## config.mk

```make
export PLATFORM = sky130hd
export DESIGN_NAME = vga_game_ctrl
export DESIGN_NICKNAME = d
export VERILOG_FILES = /design/src/rtl/vga_game_ctrl.sv
export SDC_FILE = /design/constraint.sdc
export NUM_CORES = 1
export LEC_CHECK = 0
export BUFFER_PORTS_ARGS = -buffer_cell sky130_fd_sc_hd__buf_2
export CELL_PAD_IN_SITES_DETAIL_PLACEMENT = 0
export CELL_PAD_IN_SITES_GLOBAL_PLACEMENT = 1
export CORE_AREA = 2 2 102 104
export DETAILED_ROUTE_END_ITERATION = 8
export DIE_AREA = 0 0 104 106
export PLACE_DENSITY = 0.78
export SKIP_CTS_REPAIR_TIMING = 1
export SYNTH_ARGS = -nofsm -noshare
export SYNTH_HDL_FRONTEND = slang
export SYNTH_SLANG_ARGS = --single-unit
```

## constraint.sdc

```tcl
create_clock -name clk -period 5.5 [get_ports clk]
set_input_delay 1.1 -clock clk [delete_from_list [all_inputs] [get_ports clk]]
set_output_delay 1.1 -clock clk [all_outputs]
set_load 0.02 [all_outputs]
```

## src/rtl/vga_game_ctrl.sv

```systemverilog
`default_nettype none
// ============================================================================
// Module   : vga_game_ctrl
// Purpose  : Scheduler for the VGA display datapath. Debounces the mode and
//            game buttons, chooses one of the display patterns, derives the
//            once-per-frame motion enable and sequences the breakout game
//            (idle -> serve -> play -> lost/won) while tracking lives and
//            destroyed blocks.
// Ports    : clk, reset (sync, active-low)
//            mode_btn, btn_l, btn_r      raw board buttons
//            vertiacl_counter            VGA vertical counter
//            ball_lost, block_hit        datapath event pulses
//            pattern_sel, move_en, serve, board_l, board_r,
//            game_state, lives, blocks_left   registered outputs
// Revision : 1.0 - initial release
// ============================================================================
module vga_game_ctrl #(
  parameter int DEB_CYCLES   = 50000,
  parameter int NUM_PATTERNS = 6,
  parameter int GAME_PATTERN = 5,
  parameter int LIVES        = 3,
  parameter int NUM_BLOCKS   = 4,
  parameter int SPEED_DIV    = 1
) (
  input  logic                  clk,
  input  logic                  reset,
  input  logic                  mode_btn,
  input  logic                  btn_l,
  input  logic                  btn_r,
  input  logic [9:0]            vertiacl_counter,
  input  logic                  ball_lost,
  input  logic [NUM_BLOCKS-1:0] block_hit,
  output logic [2:0]            pattern_sel,
  output logic                  move_en,
  output logic                  serve,
  output logic                  board_l,
  output logic                  board_r,
  output logic [2:0]            game_state,
  output logic [1:0]            lives,
  output logic [2:0]            blocks_left
);

  typedef enum logic [2:0] {
    ST_IDLE  = 3'd0,
    ST_SERVE = 3'd1,
    ST_PLAY  = 3'd2,
    ST_LOST  = 3'd3,
    ST_WON   = 3'd4
  } state_t;

  localparam logic [15:0] DEB_LAST  = 16'(DEB_CYCLES - 1);
  localparam logic [2:0]  PAT_LAST  = 3'(NUM_PATTERNS - 1);
  localparam logic [2:0]  PAT_GAME  = 3'(GAME_PATTERN);
  localparam logic [1:0]  LIVES_INI = 2'(LIVES);
  localparam logic [2:0]  BLK_INI   = 3'(NUM_BLOCKS);
  localparam logic [3:0]  DIV_LAST  = 4'(SPEED_DIV - 1);

  // Button index: 0 = mode, 1 = left, 2 = right
  logic [2:0]  raw;
  logic [2:0]  sync1, sync2, level, level_q;
  logic [15:0] deb_cnt [3];
  logic [2:0]  press;

  assign raw   = {btn_r, btn_l, mode_btn};
  assign press = level & ~level_q;

  always_ff @(posedge clk) begin
    if (!reset) begin
      sync1   <= '0;
      sync2   <= '0;
      level   <= '0;
      level_q <= '0;
      for (int i = 0; i < 3; i++) deb_cnt[i] <= '0;
    end else begin
      sync1   <= raw;
      sync2   <= sync1;
      level_q <= level;
      for (int i = 0; i < 3; i++) begin
        if (sync2[i] == level[i]) begin
          deb_cnt[i] <= '0;
        end else if (deb_cnt[i] == DEB_LAST) begin
          level[i]   <= sync2[i];
          deb_cnt[i] <= '0;
        end else begin
          deb_cnt[i] <= deb_cnt[i] + 16'd1;
        end
      end
    end
  end

  // Frame start = vertical counter returning to zero
  logic [9:0] vert_q;
  logic [3:0] div_cnt;
  logic       frame_p, step_p;

  assign frame_p = (vertiacl_counter == 10'd0) && (vert_q != 10'd0);
  assign step_p  = frame_p && (div_cnt == DIV_LAST);

  always_ff @(posedge clk) begin
    if (!reset) begin
      vert_q  <= '0;
      div_cnt <= '0;
    end else begin
      vert_q <= vertiacl_counter;
      if (frame_p) div_cnt <= (div_cnt == DIV_LAST) ? 4'd0 : div_cnt + 4'd1;
    end
  end

  // Only blocks not yet destroyed count as new hits
  state_t                state;
  logic [NUM_BLOCKS-1:0] hit_mask, new_hits;
  logic [2:0]            hit_cnt, blocks_after;
  logic [1:0]            lives_after;

  always_comb begin
    new_hits = block_hit & ~hit_mask;
    hit_cnt  = '0;
    for (int i = 0; i < NUM_BLOCKS; i++) hit_cnt = hit_cnt + 3'(new_hits[i]);
    blocks_after = blocks_left - hit_cnt;
    lives_after  = lives - 2'd1;
  end

  assign game_state = state;

  always_ff @(posedge clk) begin
    if (!reset) begin
      pattern_sel <= '0;
      state       <= ST_IDLE;
      lives       <= LIVES_INI;
      blocks_left <= BLK_INI;
      hit_mask    <= '0;
      move_en     <= 1'b0;
      serve       <= 1'b0;
      board_l     <= 1'b0;
      board_r     <= 1'b0;
    end else begin
      move_en <= 1'b0;
      serve   <= 1'b0;
      board_l <= 1'b0;
      board_r <= 1'b0;

      if (press[0]) pattern_sel <= (pattern_sel == PAT_LAST) ? 3'd0 : pattern_sel + 3'd1;

      if (pattern_sel != PAT_GAME) begin
        move_en <= step_p;
        state   <= ST_IDLE;
      end else if (press[0]) begin
        // Leaving the game pattern abandons the current game
        state       <= ST_IDLE;
        lives       <= LIVES_INI;
        blocks_left <= BLK_INI;
        hit_mask    <= '0;
      end else begin
        case (state)
          ST_IDLE: begin
            if (press[1] || press[2]) begin
              state <= ST_SERVE;
              serve <= 1'b1;
            end
          end
          ST_SERVE: state <= ST_PLAY;
          ST_PLAY: begin
            move_en     <= step_p;
            // Both buttons held cancel each other out
            board_l     <= step_p & level[1] & ~level[2];
            board_r     <= step_p & level[2] & ~level[1];
            hit_mask    <= hit_mask | new_hits;
            blocks_left <= blocks_after;
            if ((new_hits != '0) && (blocks_after == 3'd0)) begin
              state <= ST_WON;
            end else if (ball_lost) begin
              lives <= lives_after;
              if (lives_after == 2'd0) begin
                state <= ST_LOST;
              end else begin
                state <= ST_SERVE;
                serve <= 1'b1;
              end
            end
          end
          ST_LOST, ST_WON: begin
            if (press[1] || press[2]) begin
              state       <= ST_IDLE;
              lives       <= LIVES_INI;
              blocks_left <= BLK_INI;
              hit_mask    <= '0;
            end
          end
          default: state <= ST_IDLE;
        endcase
      end
    end
  end

endmodule
`default_nettype wire

```

**Word level (Yosys, flattened, before mapping)**

Memories as Yosys holds them, arrays and structs flattened.
Cells that the tools add are included.

- $add $sub $neg: 10
- Reductions and logical operators: 21
- Muxes and demuxes: 70
- Bitwise logic cells: 26
- Equal/unequal tests: 18

Operator list:

| kind | number |
|---|---|
| two-way mux 16 bit | 9 |
| adder 16 x 1 -> 16 bit (second input constant) | 3 |
| equality test 16 bit (second input constant) | 3 |
| two-way mux 1 bit | 41 |
| two-way mux 3 bit | 7 |
| != test 3 bit (second input constant) | 5 |
| two-way mux 4 bit | 3 |
| one-hot mux 3 bit (4 select lines) | 1 |
| logical NOT 10 bit | 1 |
| two-way mux 2 bit | 5 |
| nonzero test 10 bit | 1 |
| OR 1 bit | 9 |
| inverter 1 bit | 8 |
| one-hot mux 4 bit (2 select lines) | 1 |
| equality test 3 x 2 -> 1 bit (second input constant) | 2 |
| equality test 3 bit (second input constant) | 2 |
| logical NOT 3 bit | 2 |
| one-hot mux 3 bit (2 select lines) | 1 |
| AND reduction 2 bit | 3 |
| AND reduction 3 bit | 2 |
| AND reduction 5 bit | 1 |
| adder 4 x 1 -> 4 bit (second input constant) | 1 |
| AND 1 bit | 4 |
| AND 4 bit | 1 |
| other kinds (24) | 29 |

- Logic and storage cells: 163
- Input bits: 20
- Memories kept: 1
- Bits in writable memories: 48
- Bits in registers: 45

Memories:

| name | words | bits a word | rd ports | clocked after Yosys merged registers in | wr ports | line | source |
|---|---|---|---|---|---|---|---|
| deb_cnt | 3 | 16 | 3 | 0 | 3 | 61 | `logic [15:0] deb_cnt [3];` |

**Logic depth before layout (Yosys ltp)**

Gate-level depths: netlist of the first run.

- Word-level depth: 11
- Mapped depth: 13

**Worst setup path after synthesis of the first run**

Ideal clock, no wire load.

- Path kind: in2reg
- From: in block_hit[1]
- To: reg state[0] (netlist: game_state[0])
- Cell stages on the path: 13
- Buffers on the path: 0
- Slack: 0.864 ns
- Arrival: 4.500 ns
- Library setup time: 0.135 ns
- Cell sequence: nand2b_1 fa_1 inv_1 fa_1 fa_1 inv_1 ha_1 or2_2 fa_1 xnor2_1 o41ai_1 and3b_1 nor4_1

- Word-level cells in the longest chain between the ends: 9
- Elaborated cells on any way between the ends: 12
- Classes of those cells: 4 x add/sub; 1 x eq/ne; 2 x mux; 1 x bitwise; 4 x reduce/logical

Ends and longest elaborated chain:

| what | line | source |
|---|---|---|
| start, declared | 32 | `input logic [NUM_BLOCKS-1:0] block_hit,` |
| AND 4 bit * | 116 | `new_hits = block_hit & ~hit_mask;` |
| adder 1 x 1 -> 2 bit | 118 | `for (int i = 0; i < NUM_BLOCKS; i++) hit_cnt = hit_cnt + 3'(new_hits[i]);` |
| adder 2 x 1 -> 3 bit | 118 |  |
| adder 3 x 1 -> 3 bit | 118 |  |
| subtractor 3 bit | 119 | `blocks_after = blocks_left - hit_cnt;` |
| logical NOT 3 bit | 169 | `if ((new_hits != '0) && (blocks_after == 3'd0)) begin` |
| logical AND 1 bit * | 169 |  |
| two-way mux 3 bit / != test 3 bit (equally long branches) | - |  |
| one-hot mux 3 bit (4 select lines) / AND reduction 3 bit (equally long branches) | - |  |
| end signal, assigned | 157 | `state <= ST_SERVE;` |
| end signal, assigned | 170 | `state <= ST_WON;` |
| end signal, assigned | 174 | `state <= ST_LOST;` |
| end, declared | 110 | `state_t state;` |

Mark *: on every way between the ends. The rest lies on a longest branch, timed or not.
A chain may end at the register's enable or synchronous reset.

**Final worst setup path of the first run**

- From: in block_hit[1]
- To: reg lives[1]

- Word-level cells in the longest chain between the ends: 9
- Elaborated cells on any way between the ends: 10
- Classes of those cells: 4 x add/sub; 1 x eq/ne; 1 x bitwise; 4 x reduce/logical

Ends and longest elaborated chain:

| what | line | source |
|---|---|---|
| AND 4 bit * | 116 |  |
| adder 1 x 1 -> 2 bit | 118 |  |
| adder 2 x 1 -> 3 bit | 118 |  |
| adder 3 x 1 -> 3 bit | 118 |  |
| subtractor 3 bit | 119 |  |
| logical NOT 3 bit | 169 |  |
| logical AND 1 bit * | 169 |  |
| != test 3 bit (no line) * | - |  |
| AND reduction 5 bit (no line) * | - |  |
| end signal, assigned | 172 | `lives <= lives_after;` |
| end, declared | 39 | `output logic [1:0] lives,` |

Marks and branches as above.

==> run metrics, run 1 <==
outcome=completed; Tmin final=about 4600 ps; DP HPWL=about 5600 um; chip width=about 100 um; CP Capture Type=flop; Congestion Overflow GR=0; grt peak-use layer=met2; power consumption=~0.0013 W; clock tree buffer depth=2; most used cell, CP=fa_1; Root Driver=clkbuf_8; max_cap viols=0; die span in y=around 110 um; largest net degree at the start of global routing=43; Final Skew=7.943 ps; TritonCTS buffer count=9; post-layout net count=roughly 550; Tcrit/Tclk final=0.8421; DRC viols=0; num rows=37; critical-path maximum fanout=4; M1 GR Usage=0.2136; sequential element share of the synthesized area=0.5171; clock share of power=0.344; crit-path cells=buf_2 > nand2b_1 > fa_1 > inv_1 > fa_1 > fa_1 > inv_1 > ha_1 > or2_2 > fa_1 > xnor2_1 > o41ai_1 > a21boi_2 > mux2i_1; number of fillers in the final layout=949; clk_lat worst skew=about 360 ps; final setup vio count=0; register area=~2300 sq um; synthesized area per cell=between 10 and 15 sq um; CP max-delay cell=o41ai_1; overall global routing resource usage=0.1537; Pre-antenna DRT Iters=4; grt met3 use=0.03311; post-synthesis register bit count=93; share of layout cells above drive strength 1=0.1122; CTS sink count=93; Largest stage delay, worst path=600 ps; GPL Wtd Cong=approximately 0.80; Hold Path Class=flop to flop; initial antenna violation count=0; H-tree depth=3; commonest non-fill, non-tap cells in the layout=73 x nor2_1, 48 x edfxtp_1, 48 x conb_1; worst vdd ir=about 120 uV; Vias=approximately 3200; I/O pin total=35; CP Class=input pin to flop; asr flop ratio synth=0; Buf/Inv on CP=3; Final ANT Viol Nets=0; footprint of the multi-input gates=2243 sq um; minimum hold slack=~440 ps; Reg clk slew, reported paths=90 ps; Routed WL=between 7000 and 8000 um; Power Density=between 200 and 300 nW/um^2; CORE AREA=10000 sq um; Via density=about 4.8; Pins Over Slew Limit=0; top cells by area in the synthesized netlist=edfxtp_1 32%, dfxtp_1 20%, nor2_1 6.0%, xor2_1 5.0%, xnor2_1 4.1%; M2 GR Usage=0.2359; Syn Inst Count=438; Core Util, Final=0.5190; combinational cell fraction of total power=0.066; Netlist cell types=50; Place WS=about 510 ps; Sequential Power Share=0.590; Hold Violations, Final=0; 1st-iter DRT viols=between 90 and 100; first-pass GRT wire length=roughly 14000 um; synthesis warning total=0; mapped cell area=about 4500 sq um; internal power component=~0.00098 W; CP Data Required Time=roughly 5800 ps; wire length per cell=11.61 um; Rel. slew slack=0.5747; Synth area leader=edfxtp_1; CTS tree=built; top_reg_cell synth=edfxtp_1; Slew @ Worst Pin=roughly 630 ps; sw power=0.0003195 W; Final WS setup=~870 ps; antenna cells=0; Die ar.=between 10000 and 15000 sq um; top cell type's share of synthesized area=0.3182; standby leakage power=~2.0 nW; EDFF count, synth=48; RSZ-0062 raised after global routing=false; delay-heaviest family, CP=adder cells; CP startpoint kind=input pin; IO Port Bufs=34; final setup TNS=0 ps; Initial Util=0.4530; critical path arrival=about 4900 ps; vias in the first global route=~3000; Highest Clock Rate=~0.22 GHz; Switching Fraction=0.2457; most common cell after layout, fill and taps aside=nor2_1; Syn-to-layout area delta=14.59%
[power by group through the flow]
stage,Combinational (W),Sequential [W],Clock [W]
after CTS,0.0000862,0.000767,0.000463
final,0.0000859,0.000767,0.000447
after detailed placement,0.0000850,0.000783,0
after floorplan,0.0000654,0.000778,0
after global routing,0.0000993,0.000771,0.000486
after global placement,0.0000826,0.000782,0
[state kept, by name, summed over array words and instances (netlist names)]
signal and cells:
board_l 1, lives 2, hit_mask 4, sync2 3, level_q 3, move_en 1, div_cnt 4, level 3
vert_q 10, deb_cnt 48, sync1 3, serve 1, game_state 3, board_r 1, pattern_sel 3, blocks_left 3
[final timing paths]
path                 from        to  slack (ps)  cells past startpoint
max          block_hit[1]  lives[1]         870                     14
min              sync1[0]  sync2[0]         440                      1
max reg2reg   hit_mask[1]  lives[1]        1310                     13
min reg2reg      sync1[0]  sync2[0]         440                      1
[cells by family after synthesis]
group,Yosys count,synth area share
AOI/OAI and AO/OA,30,0.04724
other,1,0.0008279
and+or+nand+nor,221,0.2622
DFF,93,0.5171
xor gates and xnor gates,47,0.09089
adders and majority gates,13,0.04420
muxes,5,0.01105
buffers and inverters,28,0.02652
[routing by layer]
layer  wire length (um)  part of all wire
met5                  0                 0
met4                149             0.019
met3                264             0.034
met2               3294              0.43
met1               3976              0.52
[worst reg2reg max path: stages, from the launching register on]
cell and delay [ps]:
dfxtp_1 320, nand2b_1 170, fa_1 550, inv_1 50, fa_1 450, fa_1 530, inv_1 90, ha_1 180
or2_2 300, fa_1 380, xnor2_1 180, o41ai_1 600, a21boi_2 160, mux2i_1 140
[cell usage after synthesis, types with 2 or more instances]
cell,count
nor4_1,10
nand3_1,23
buf_2,3
and2_1,24
fa_1,5
nor2_1,73
mux2i_1,5
or3_1,3
and3_1,5
or4_1,2
inv_1,19
or2_2,2
nor3_1,8
clkbuf_1,5
nand4_1,9
nand3b_1,2
a21oi_1,12
xnor2_1,21
a21boi_0,2
xor2_1,26
nor3b_1,5
o21a_1,2
nor2b_1,12
and4_1,3
dfxtp_1,45
nand2_1,21
nor4b_1,3
ha_1,8
o21ai_0,4
o2111a_1,2
and3b_1,2
edfxtp_1,48
a211o_1,2
nand2b_1,6
[through the flow]
stage | area (sq um) | instances
after floorplan | 4706 | 485
after global placement | 4997 | 646
after detailed placement | 4997 | 646
after CTS | 5190 | 662
after global routing | 5190 | 662
final | 5190 | 662
[cell type report]
| cell class | instances | share of cell area |
|---|---|---|
| Clock buffer | 10 | 0.02869 |
| Clock inverter | 6 | 0.008438 |
| Inverter | 19 | 0.01374 |
| Multi-Input combinational cell | 364 | 0.4323 |
| Sequential cell | 93 | 0.4513 |
| Tap cell | 136 | 0.03279 |
| Timing Repair Buffer | 34 | 0.03279 |
No activity file was read; power rests on OpenSTA's default activity.
==> inputs of run 2 (changes only) <==
- ABC_AREA: default -> 1
- CORE_AREA: 2 2 102 104 -> 2 2 113 115
- DIE_AREA: 0 0 104 106 -> 0 0 115 117
- PLACE_DENSITY: 0.78 -> 0.76
- clock period: 5.5 -> 3.78 ns (I/O delays scaled with it)
==> run 2 against run 1 <==
- sequential cell count unchanged
- register-to-register slack got worse by 1300 ps
- critical path depth increased by 4
- the run now ends with setup timing left
- core utilization decreased by 4.2 points
- setup slack got worse by 940 ps
- critical path type unchanged
- power increased by 66%
- sequential share of layout area decreased by 5.3 points
- combinational power increased by 110%
- global-route usage decreased by 0.30 points
- first-iteration DRC count increased by 97%
==> run metrics, run 2 <==
outcome=finished, violations left; failing checks=setup timing; DP HPWL=7064 um (+27%); post-synthesis register bit count=93 (unchanged); post-layout net count=733 (+32%); DRC viols=0 (unchanged); internal power component=0.001647 W (+68%); Most flops, register=deb_cnt; grt peak-use layer=met2; Worst Setup EP=game_state[1]; GPL Wtd Cong=0.8192 (+2.2%); clock tree buffer depth=2 (unchanged); largest family of logic cells by synthesized area=simple AND/OR/NAND/NOR gates; Via density=4.633 (-3.5%); worst reg-to-reg path cell count=18 (+5); Pins Over Slew Limit=0 (unchanged); CP Capture Type=flop; clk_lat worst skew=340 ps (-20 ps); asr flop ratio synth=0 (unchanged); TritonCTS buffer count=9 (unchanged); wire length per cell=10.97 um (-5.5%); footprint of the multi-input gates=2472 sq um (+10%); Netlist cell types=40 (-20%); M1 GR Usage=0.1840 (-0.02960); Vias=3961 (+25%); Synth Area in Adders=0.04059 (-0.003610); clock share of power=0.401 (+0.057); Critical R2R Capture=game_state[1]; final setup vio count=5 (+5); Hold Violations, Final=0 (unchanged); chip width=115 um (+11%); CTS tree=built; mapped cell area=4932 sq um (+8.9%); Die ar.=13460 sq um (+22%); Non-Filler Cell Area, Final=5876 sq um (+13%); H-tree depth=3 (unchanged); hold path startpoint=sync1[1]; die span in y=117 um (+10%); top post-synthesis cells by count=132 x nand2_1, 93 x inv_1, 82 x nor2_1, 48 x edfxtp_1, 45 x dfxtp_1; Post-Synth XOR/XNOR Area=0.02308 (-0.06780); simple-gate share of the synthesized area=0.3044 (+0.04226); synthesis warning total=0 (unchanged); mux share of post-synthesis cell area=0 (-0.01105); crit-path cells=buf_8 > nand2_4 > fa_1 > inv_1 > fa_1 > fa_2 > inv_2 > ha_4 > or2_4 > fa_1 > inv_1 > nand2_2 > nor2_4 > nand2_4 > nand3_4 > nand2_1 > nor2_1 > nor2_1; CP Data Required Time=4020 ps (-1730 ps); top cell type's share of synthesized area=0.2922 (-0.02599); most frequent cell after synthesis=nand2_1; vias in the first global route=3725 (+23%); EDFF count, synth=48 (unchanged); initial antenna violation count=0 (unchanged); num rows=41 (+11%); number of fillers in the final layout=1209 (+27%); commonest non-fill, non-tap cells in the layout=122 x nand2_1, 92 x inv_1, 81 x nor2_1; non-filler cells, final=855 (+29%); first-pass GRT wire length=16130 um (+17%); grt met3 use=0.02626 (-0.006847); Compound-Gate Fraction of Synth Area=0.07002 (+0.02278); Place WS=-583.8 ps (-1094 ps); critical path arrival=4090 ps (-790 ps); worst reg-to-reg setup slack=10 ps (-1300 ps); I/O pin total=35 (unchanged); synthesized area per cell=8.059 sq um (-22%); CP startpoint kind=input pin; Tcrit/Tclk final=1.018; overall global routing resource usage=0.1507 (-0.002962); Final WS setup=-69.07 ps (-937.5 ps); Top Registers=deb_cnt: 48 flops, vert_q: 10 flops; 1st-iter DRT viols=181 (+97%); Syn-to-layout area delta=19.13%; Inst Count DP=837 (+30%); top cells by area in the synthesized netlist=edfxtp_1 29%, dfxtp_1 18%, nand2_1 10%, inv_1 7.1%, nor2_1 6.2%; register area=2342 sq um (unchanged); worst setup path start=block_hit[1]; worst vdd ir=237.9 uV (+100%); Congestion Overflow GR=0 (unchanged); top_reg_cell synth=edfxtp_1; IO Port Bufs=34 (unchanged); M2 GR Usage=0.2576 (+0.02174); Hold Path Class=flop to flop; sequential element share of the synthesized area=0.4749 (-0.04224); Switching Fraction=0.2388 (-0.006902); Final Skew=6.760 ps (-1.183 ps); most used cell, CP=fa_1; sw power=0.0005167 W (+62%); Synth area leader=edfxtp_1; standby leakage power=2.529 nW (+27%); Tmin final=just under 4000 ps; antenna cells=0 (unchanged); CTS sink count=93 (unchanged); Highest Clock Rate=between 0.2 and 0.3 GHz; CP Class=input pin to flop; max_cap viols=0 (unchanged); largest net degree at the start of global routing=20 (-53%); share of layout cells above drive strength 1=0.1631 (+0.05095); Initial Util=0.4006 (-0.05234); Routed WL=9382 um (+22%); Power Density=368.2 nW/um^2 (+47%); RSZ-0062 raised after global routing=true; Syn Inst Count=612 (+40%); Reg clk slew, reported paths=70 ps (-20 ps); combinational cell fraction of total power=0.084 (+0.018); CP max-delay cell=fa_2; most common cell after layout, fill and taps aside=nand2_1; Post-DP Area=5451 sq um (+9.1%); Sequential Power Share=0.515 (-0.075); critical-path maximum fanout=4 (unchanged); CORE AREA=12310 sq um (+23%); Pre-antenna DRT Iters=4 (unchanged); Final ANT Viol Nets=0 (unchanged); worst r2r src=hit_mask[1]; Largest register FFs=48 (unchanged); Root Driver=clkbuf_16; Largest stage delay, worst path=580 ps (-20 ps)
==> run 2: cell count changes after synthesis, sizes merged, moves of 6 or more <==
cell    change
nand2b      -6
xor2       -16
nor3       +11
nor4        -7
and2       -24
nor2b      -12
o21ai      +15
inv        +79
a21oi      +24
nand2     +117
nor2       +17
xnor2      -18
nand3      +20
or2         +7
==> run 2: logic make-up after synthesis <==
logic type,after synthesis
simple gates,324
fa+ha+maj,13
flops,93
buf+inv,106
compound gates,62
other cells,1
xor+xnor,13
==> run 2: how the worst min path moves through the flow <==
| stage | to | depth (start not counted) |
|---|---|---|
| 4_1_cts | sync2[1] | 2 |
| 3_5_place_dp | sync2[0] | 2 |
| 2_1_floorplan | sync2[0] | 2 |
| 3_3_place_gp | sync2[0] | 2 |
| 5_1_grt | sync2[0] | 2 |
| 6_report | sync2[1] | 2 |
==> run 2: per-stage QoR <==
step	setup TNS (ps)	hold slack [ps]	util	power, W
after floorplan	-1003	390.5	-	0.001246
after global placement	-2814	398.2	0.4428	0.001286
after detailed placement	-3449	404.6	0.4428	0.001291
after CTS	-939.5	415.9	0.4661	0.002170
after global routing	-834.2	443.0	0.4772	0.002265
final	-246.1	413.6	0.4772	0.002164
==> run 2: critical path, delay by kind of cell <==
kind	cells	cell delay, ps
adder cells (fa/ha/maj)	5	2170
AND/OR/NAND/NOR	9	870
buffers and inverters	4	280
==> run 2: power groups by stage <==
stage	Combinational [W]	Sequential (W)	Clock (W)
2_1_floorplan	0.000116	0.00113	0
3_3_place_gp	0.000150	0.00114	0
3_5_place_dp	0.000154	0.00114	0
4_1_cts	0.000155	0.00111	0.000900
5_1_grt	0.000211	0.00112	0.000936
6_report	0.000182	0.00111	0.000868
==> run 2: metal layers <==
metal  share of wire  routed length, um
met3           0.022                208
met1            0.46               4339
met4           0.021                199
met2            0.49               4634
met5               0                  0
==> run 2: cell type report <==
cell class,instances,share of cell area
inverters,98,0.06261
multi-input cells,460,0.4208
clock buffers,11,0.04323
repair buffers,38,0.03727
flip-flops and latches,93,0.3986
well taps,150,0.03194
clock inverters,5,0.005537
